**src/rtl/ex_mem_skid_buffer.sv**
```systemverilog
// rtl/ex_mem_skid_buffer.sv - EX/MEM stage register with 2-entry skid buffer and stall counter
module ex_mem_skid_buffer #(
    parameter int DATA_W = 32,
    parameter int REG_W  = 5,
    parameter int CNT_W  = 16
) (
    input  logic              clk_i,
    input  logic              rst_i,
    input  logic              valid_i,
    output logic              ready_o,
    input  logic [DATA_W-1:0] ALUResult_i,
    input  logic [DATA_W-1:0] WriteData_i,
    input  logic [REG_W-1:0]  RDaddr_i,
    input  logic              RegWrite_i,
    input  logic              MemtoReg_i,
    input  logic              MemRead_i,
    input  logic              MemWrite_i,
    output logic              valid_o,
    input  logic              ready_i,
    output logic [DATA_W-1:0] ALUResult_o,
    output logic [DATA_W-1:0] WriteData_o,
    output logic [REG_W-1:0]  RDaddr_o,
    output logic              RegWrite_o,
    output logic              MemtoReg_o,
    output logic              MemRead_o,
    output logic              MemWrite_o,
    output logic [1:0]        occupancy_o,
    output logic [CNT_W-1:0]  stall_cnt_o
);

    // Encoding equals the number of held entries, so occupancy is the state itself.
    typedef enum logic [1:0] {
        EMPTY = 2'd0,
        ONE   = 2'd1,
        FULL  = 2'd2
    } state_t;

    state_t state_q, state_d;

    logic              load_head_in, load_head_skid, load_skid;
    logic              accept, drain;

    logic [DATA_W-1:0] head_alu_q, head_wd_q, skid_alu_q, skid_wd_q;
    logic [REG_W-1:0]  head_rd_q, skid_rd_q;
    logic [3:0]        head_ctl_q, skid_ctl_q;
    logic [CNT_W-1:0]  stall_q;

    // ready_o depends only on registered state, never on ready_i.
    assign ready_o = (state_q != FULL) && !rst_i;
    assign valid_o = (state_q != EMPTY);
    assign accept  = valid_i && ready_o;
    assign drain   = valid_o && ready_i;

    always_comb begin
        state_d        = state_q;
        load_head_in   = 1'b0;
        load_head_skid = 1'b0;
        load_skid      = 1'b0;
        case (state_q)
            EMPTY: begin
                if (accept) begin
                    state_d      = ONE;
                    load_head_in = 1'b1;
                end
            end
            ONE: begin
                if (accept && drain) begin
                    load_head_in = 1'b1;
                end else if (accept) begin
                    state_d   = FULL;
                    load_skid = 1'b1;
                end else if (drain) begin
                    state_d = EMPTY;
                end
            end
            FULL: begin
                if (drain) begin
                    state_d        = ONE;
                    load_head_skid = 1'b1;
                end
            end
            default: state_d = EMPTY;
        endcase
    end

    always_ff @(posedge clk_i or posedge rst_i) begin
        if (rst_i) begin
            state_q <= EMPTY;
        end else begin
            state_q <= state_d;
        end
    end

    always_ff @(posedge clk_i or posedge rst_i) begin
        if (rst_i) begin
            head_alu_q <= '0;
            head_wd_q  <= '0;
            head_rd_q  <= '0;
            head_ctl_q <= '0;
        end else if (load_head_in) begin
            head_alu_q <= ALUResult_i;
            head_wd_q  <= WriteData_i;
            head_rd_q  <= RDaddr_i;
            head_ctl_q <= {RegWrite_i, MemtoReg_i, MemRead_i, MemWrite_i};
        end else if (load_head_skid) begin
            head_alu_q <= skid_alu_q;
            head_wd_q  <= skid_wd_q;
            head_rd_q  <= skid_rd_q;
            head_ctl_q <= skid_ctl_q;
        end
    end

    always_ff @(posedge clk_i or posedge rst_i) begin
        if (rst_i) begin
            skid_alu_q <= '0;
            skid_wd_q  <= '0;
            skid_rd_q  <= '0;
            skid_ctl_q <= '0;
        end else if (load_skid) begin
            skid_alu_q <= ALUResult_i;
            skid_wd_q  <= WriteData_i;
            skid_rd_q  <= RDaddr_i;
            skid_ctl_q <= {RegWrite_i, MemtoReg_i, MemRead_i, MemWrite_i};
        end
    end

    // Saturating count of cycles the cache held off a valid beat.
    always_ff @(posedge clk_i or posedge rst_i) begin
        if (rst_i) begin
            stall_q <= '0;
        end else if (valid_o && !ready_i && (stall_q != {CNT_W{1'b1}})) begin
            stall_q <= stall_q + CNT_W'(1);
        end
    end

    assign ALUResult_o = head_alu_q;
    assign WriteData_o = head_wd_q;
    assign RDaddr_o    = head_rd_q;
    assign RegWrite_o  = head_ctl_q[3] && valid_o;
    assign MemtoReg_o  = head_ctl_q[2] && valid_o;
    assign MemRead_o   = head_ctl_q[1] && valid_o;
    assign MemWrite_o  = head_ctl_q[0] && valid_o;
    assign occupancy_o = 2'(state_q);
    assign stall_cnt_o = stall_q;

endmodule

```
**config.mk**
```make
export PLATFORM = sky130hd
export DESIGN_NAME = ex_mem_skid_buffer
export DESIGN_NICKNAME = d
export VERILOG_FILES = /design/src/rtl/ex_mem_skid_buffer.sv
export SDC_FILE = /design/constraint.sdc
export NUM_CORES = 1
export LEC_CHECK = 0
export CAP_MARGIN = 0
export CORE_MARGIN = 2
export CORE_UTILIZATION = 31
export CTS_CLUSTER_SIZE = 20
export DETAILED_ROUTE_END_ITERATION = 10
export PLACE_DENSITY = 0.63
export SLEW_MARGIN = 20
export SYNTH_ARGS = -nofsm -noshare
export SYNTH_HDL_FRONTEND = slang
export SYNTH_SLANG_ARGS = --single-unit
```
**constraint.sdc**
```tcl
create_clock -name clk_i -period 7.3 [get_ports clk_i]
set_input_delay 1.095 -clock clk_i [delete_from_list [all_inputs] [get_ports clk_i]]
set_output_delay 1.095 -clock clk_i [all_outputs]
set_load 0.005 [all_outputs]
```
==> impl_results.md, run 1 <==
- Post-placement cell area: 8640 µm²
- Total power: about 3.0 mW
- Hold path depth: 2
- Status: completed
- CTS buffer count: 17
- Post-route cell area: 9280 µm²
- Pre-Repair DR Iteration Count: 4
- Tcrit/Tclk final: 0.494
- Ant. Diodes: 0
- # H-tree levels: 4
- Cells after synthesis: 564
- Mapped Area: between 6000 and 7000 µm²
- Post-CTS Hold Fix Bufs: 0
- Clk pin slew, worst setup/hold paths: 0.06 ns
- Flops & latches, synth: 164
- Final hold violation count: 0
- CTS tree: built
- Layout area overhead: 38.7%
- Port bufs: approximately 170
- Synth top area cells: dfrtp_1, mux2_2, nand2_1
- Grt total ovfl: 0
- Crit-path max cell delay: 0.74 ns
- Worst Setup Start Kind: input pin
- Cells after DPL: 980
- Share of the synthesized area in the top cell type: 0.613
- Post-synth EDFFs: 0
- Max Slew Vio Count: 0
- RSZ-0062 raised after global routing: false
- 1st-iter DRT viols: 193
- Share of cells above drive strength 1: 0.166
- Hold Crit Class: register to register
- Minimum clock period: 3.61 ns
- Avg WL per Cell: 15.6 µm
- Crit path depth: 6
- Leak: 4.15 nW
- Via count: approximately 4800
- Crit path buf inv count: 3
- Root Driver: clkbuf_16
- Initial antenna violation count: 0
- Num rows: 53
- Crit-path slowest cell: buf_4
- Setup TNS: 0 ns
- Clock sink total: 164
- Post-synth top flop: dfrtp_1
- Post-synth ARST share: 1.00
- Max-slew headroom: 0.306
- Max Freq: 277 MHz
- WP data required: 7.59 ns
- Clk buf depth: 2
- Worst EP arrival: 3.90 ns
- Setup bufs post-CTS: 0
- Crit path max fanout: 94
- Worst-skew pair later-pin latency: roughly 0.42 ns
- Syn_nets: between 600 and 700
- Post-cts repair resize count: 0
- Largest net degree at the start of global routing: 95
- FILL cells: 2029
- Setup Crit Path Kind: input pin to register
- Worst path cell trace: clkdlybuf4s50_1 -> inv_6 -> nand2_1 -> nor3_2 -> buf_4 -> mux2_2
- Die Ht: between 150 and 200 µm
- Top-Level Pins: 170
- Endpoints failing setup: 0
- Vias per cell: 4.69
- Routed Antenna Nets: 0
- Cell family with most CP delay: buffers and inverters
- Syn Area/Cell: approximately 12 µm²
- Vias in the first global route: 4769
- Utilization after layout: 0.440
- Setup Skew: ~0.012 ns
- Starting density of the core: 0.317
- Core Region: 21100 µm²
- Post-route DRC: 0
- Finished Layout Cells: 1012
- Post-synth cell types: 35
- Power Dens Cells: about 320 nW/µm²
- All-Layer GR Usage: 0.145
- Worst VDD drop: 146 µV
- Max Cap Viol: 0
- Post-detail-place hpwl: between 9000 and 10000 µm
- Placer Congestion: 0.738
- Top cell type by total area after synthesis: dfrtp_1
- Die span in x: 151 µm
- Final nets: 802
- Seq/Total Area, Yosys: 0.613
- Post-Route WL: 15800 µm
- Die ar.: between 20000 and 25000 µm²
- Worst Tran Pin Value: 1.04 ns
- Yosys warns: 0
- R2R cell count: 5
- First-pass GRT wire length: 25900 µm
- CP endpoint kind: register
==> worst paths after layout <==
path | startpoint | end | slack, ns
hold reg to reg | WriteData_o[26] | WriteData_o[26] | 0.47
min in group asynchronous | rst_i | WriteData_o[1] | 1.27
max in group asynchronous | rst_i | skid_wd_q[11] | 4.53
setup / recovery | rst_i | skid_wd_q[14] | 3.69
hold / removal | WriteData_o[26] | WriteData_o[26] | 0.47
setup reg to reg | occupancy_o[1] | WriteData_o[5] | 4.62
==> metal layers <==
layer / track usage / part of all wire / vias to the layer above
li1: - / - / 2281
met1: 0.200 / 0.48 / 2342
met2: 0.226 / 0.46 / 114
met3: 0.0410 / 0.053 / 14
met4: 0.0364 / 0.011 / 0
met5: 0 / 0 / -
==> cell type report <==
| class | instances | area (µm²) | share of cell area |
|---|---|---|---|
| Inverter | 4 | 20.0 | 0.00216 |
| Clock buffer | 21 | 470 | 0.0507 |
| Clock inverter | 11 | 174 | 0.0187 |
| Tap cell | 275 | 344 | 0.0371 |
| Sequential cell | 164 | 4100 | 0.442 |
| Multi-Input combinational cell | 363 | 2440 | 0.263 |
| Timing Repair Buffer | 174 | 1730 | 0.186 |
==> flip-flops by register name, indices dropped and copies added (netlist names) <==
signal       count
skid_alu_q      32
skid_wd_q       32
head_ctl_q       4
skid_ctl_q       4
skid_rd_q        5
RDaddr_o         5
occupancy_o      2
ALUResult_o     32
stall_cnt_o     16
WriteData_o     32
==> power by group <==
group	total, mW	switching, mW	internal, mW
Combinational	0.648	0.232	0.416
Clock	0.966	0.363	0.603
Sequential	1.35	0.161	1.18
==> synth_stat cells (all sizes together) (4+ instances only) <==
cell,count
nand4,7
nor2,4
dfrtp,164
buf,18
inv,4
nor4,6
clkbuf,15
mux2,75
nand2,154
a22oi,73
nor2b,4
nor3,5
xor2,13
==> metrics by stage <==
stage | hold slack [ns] | worst slack [ns]
final | 0.472 | 3.69
after global routing | 0.496 | 3.41
after CTS | 0.477 | 3.59
after detailed placement | 0.462 | 3.15
after global placement | 0.457 | 3.17
after floorplan | 0.438 | 1.28
==> layout by cell type, fill, tap and decap left out, types with 5 or more instances in the layout <==
| cell type | netlist | layout |
|---|---|---|
| nand4_1 | 6 | 6 |
| buf_4 | 1 | 5 |
| clkdlybuf4s50_1 | 0 | 169 |
| a22oi_1 | 73 | 73 |
| xor2_1 | 13 | 13 |
| dfrtp_1 | 164 | 164 |
| mux2_2 | 74 | 74 |
| nand2_1 | 154 | 154 |
| clkbuf_16 | 0 | 17 |
==> cell families after synthesis <==
| group | after synthesis | share of synthesized area |
|---|---|---|
| buffers and inverters | 37 | 0.0245 |
| AND/OR/NAND/NOR | 193 | 0.126 |
| XOR/XNOR | 15 | 0.0196 |
| AO/OA/AOI/OAI | 79 | 0.0881 |
| multiplexers | 75 | 0.127 |
| adder cells (fa/ha/maj) | 1 | 0.00187 |
| flip-flops | 164 | 0.613 |
==> worst register-to-register path: stages, from the launching register on <==
cell	delay, ns
dfrtp_1	0.48
o21bai_1	0.80
and2_2	0.29
buf_4	0.70
a22oi_1	0.22
nand2_1	0.12
Note: power is estimated with default switching activity, not from simulation.
==> run 2: changes to the inputs <==
==> constraint.sdc (replaced) <==
create_clock -name clk_i -period 3.7 [get_ports clk_i]
set_input_delay 0.555 -clock clk_i [delete_from_list [all_inputs] [get_ports clk_i]]
set_output_delay 0.555 -clock clk_i [all_outputs]
set_load 0.005 [all_outputs]
==> impl_results.md, run 2 (synthesized netlist as in run 1, its figures left out) <==
- Initial antenna violation count: 0 (unchanged)
- Crit path depth: 3 (-3)
- Ant. Diodes: 0 (unchanged)
- Vias per cell: 4.77 (+1.6%)
- Top-Level Pins: 170 (unchanged)
- Final nets: 802 (unchanged)
- Post-route DRC: 0 (unchanged)
- Storage cell area: 4100 µm² (unchanged)
- Flop pwr share: 0.456 (about the same)
- Layout area overhead: 39.0%
- Placer Congestion: 0.742 (+0.50%)
- Crit path buf inv count: 1 (-2)
- Max Cap Viol: 0 (unchanged)
- Power share of the clock group: 0.323 (-0.003)
- Utilization after layout: 0.441 (+0.000949)
- Hold Crit Class: register to register
- Setup Skew: 0.00716 ns (-0.00452 ns)
- Cells after DPL: 980 (unchanged)
- Port bufs: 169 (unchanged)
- First-pass GRT wire length: 25500 µm (-1.4%)
- Worst Tran Pin Value: 0.908 ns (-0.133 ns)
- Num rows: 53 (unchanged)
- R2R cell count: 5 (unchanged)
- Area of the multi-input gates: 2440 µm² (unchanged)
- Die span in x: 151 µm (unchanged)
- Post-cts repair resize count: 0 (unchanged)
- Worst path cell trace: nor2_1 -> nor2b_1 -> clkdlybuf4s50_1
- Status: completed
- Worst VDD drop: 291 µV (+99%)
- Worst-skew pair later-pin latency: 0.42 ns (about the same)
- Post-detail-place hpwl: 9490 µm (-1.5%)
- CTS buffer count: 17 (unchanged)
- # H-tree levels: 4 (unchanged)
- Worst EP arrival: 1.75 ns (-2.15 ns)
- Crit-path slowest cell: dfrtp_1
- Avg WL per Cell: 15.7 µm (+0.62%)
- Grt total ovfl: 0 (unchanged)
- Crit path max fanout: 10 (-89%)
- 1st-iter DRT viols: 215 (+11%)
- Internal power: 4.30 mW (+95%)
- Share of cells above drive strength 1: 0.167 (+0.00136)
- WP data required: 3.14 ns (-4.45 ns)
- Sw Share: 0.260 (+0.00487)
- Die ar.: 22800 µm² (unchanged)
- Net Sw Power: 1.51 mW (+100%)
- RSZ-0062 raised after global routing: false
- FILL cells: 1988 (-2.0%)
- Core Region: 21100 µm² (unchanged)
- Leak: 4.15 nW (about the same)
- Setup bufs post-CTS: 0 (unchanged)
- CP endpoint kind: primary output
- CTS tree: built
- Commonest non-fill, non-tap cell in the layout: clkdlybuf4s50_1
- Clk pin slew, worst setup/hold paths: 0.06 ns (about the same)
- Hold path depth: 2 (unchanged)
- Post-placement cell area: 8670 µm² (+0.42%)
- Max Freq: 433 MHz
- Clock sink total: 164 (unchanged)
- Crit-path max cell delay: 0.49 ns (-0.25 ns)
- Root Driver: clkbuf_16
- Via count: 4826 (+1.6%)
- Worst Setup Start Kind: register
- Post-CTS Hold Fix Bufs: 0 (unchanged)
- Most frequent cells in the layout: clkdlybuf4s50_1, dfrtp_1, nand2_1, mux2_2, a22oi_1
- Clk buf depth: 2 (unchanged)
- Vias in the first global route: 4792 (+0.48%)
- Post-route cell area: 9300 µm² (+0.22%)
- Routed Antenna Nets: 0 (unchanged)
- All-Layer GR Usage: 0.144 (-0.000656)
- Post-Route WL: 15900 µm (+0.62%)
- Pre-Repair DR Iteration Count: 4 (unchanged)
- Cell family with most CP delay: flip-flops
- Logic pwr share: 0.221 (+0.002)
- Largest net degree at the start of global routing: 165 (+74%)
- Max-slew headroom: 0.395 (+0.0889)
- Minimum clock period: 2.31 ns
- Power Dens Cells: 625 nW/µm² (+96%)
- Finished Layout Cells: 1012 (unchanged)
- Die Ht: 151 µm (unchanged)
- Tcrit/Tclk final: 0.624
- Starting density of the core: 0.317 (unchanged)
- Setup Crit Path Kind: register to primary output
- Max Slew Vio Count: 0 (unchanged)
- Endpoints failing setup: 0 (unchanged)
- Final hold violation count: 0 (unchanged)
[run 2: changes by cell type in the layout (fill, tap and decap cells not counted), sizes merged]
| cell | change |
|---|---|
| bufinv | -1 |
| clkinv | -1 |
| clkinvlp | +2 |
[run 2: layout make-up]
| class | count | share of cell area |
|---|---|---|
| sequential | 164 | 0.441 |
| multi-input combinational | 363 | 0.262 |
| timing repair buffer | 174 | 0.190 |
| clock buffer | 21 | 0.0517 |
| tap | 275 | 0.0370 |
| clock inverter | 11 | 0.0159 |
| inverter | 4 | 0.00202 |
[run 2: metrics by stage]
stage                     hold slack (ns)  total power, mW  TNS [ns]  worst slack, ns
after global placement              0.458             3.96         0             1.12
after floorplan                     0.438             3.25    -19.75           -0.302
after detailed placement            0.461             3.99         0             1.07
after CTS                           0.478             5.91         0             1.36
final                               0.474             5.82         0             1.39
after global routing                0.497             6.16         0             1.21
[run 2: per-layer routing]
metal,track usage,up-vias,part of all wire
li1,-,2282,-
met1,0.199,2408,0.48
met2,0.221,122,0.46
met3,0.0373,14,0.051
met4,0.0505,0,0.013
met5,0,-,0
[run 2: path summary, 6_finish.rpt]
check / slack (ns) / start / to
setup / recovery: 1.39 / occupancy_o[1] / MemRead_o
max in group asynchronous: 2.23 / rst_i / ALUResult_o[6]
setup reg to reg: 1.45 / occupancy_o[1] / ALUResult_o[25]
hold / removal: 0.47 / WriteData_o[15] / WriteData_o[15]
hold reg to reg: 0.47 / WriteData_o[15] / WriteData_o[15]
min in group asynchronous: 0.84 / rst_i / stall_cnt_o[4]
[run 2: worst register-to-register path, delay by kind of cell (launching register included)]
kind,cells,cell delay (ns)
AOI/OAI and AO/OA,2,0.93
buffers and inverters,1,0.34
DFF,1,0.49
and+or+nand+nor,2,0.44
[run 2: power by group through the flow]
stage          registers, mW  clock network, mW  logic [mW]
3_3_place_gp            2.68                  0        1.28
3_5_place_dp            2.69                  0        1.31
5_1_grt                 2.74               2.01        1.42
6_report                2.65               1.88        1.29
2_1_floorplan           2.64                  0       0.611
4_1_cts                 2.66               1.93        1.31
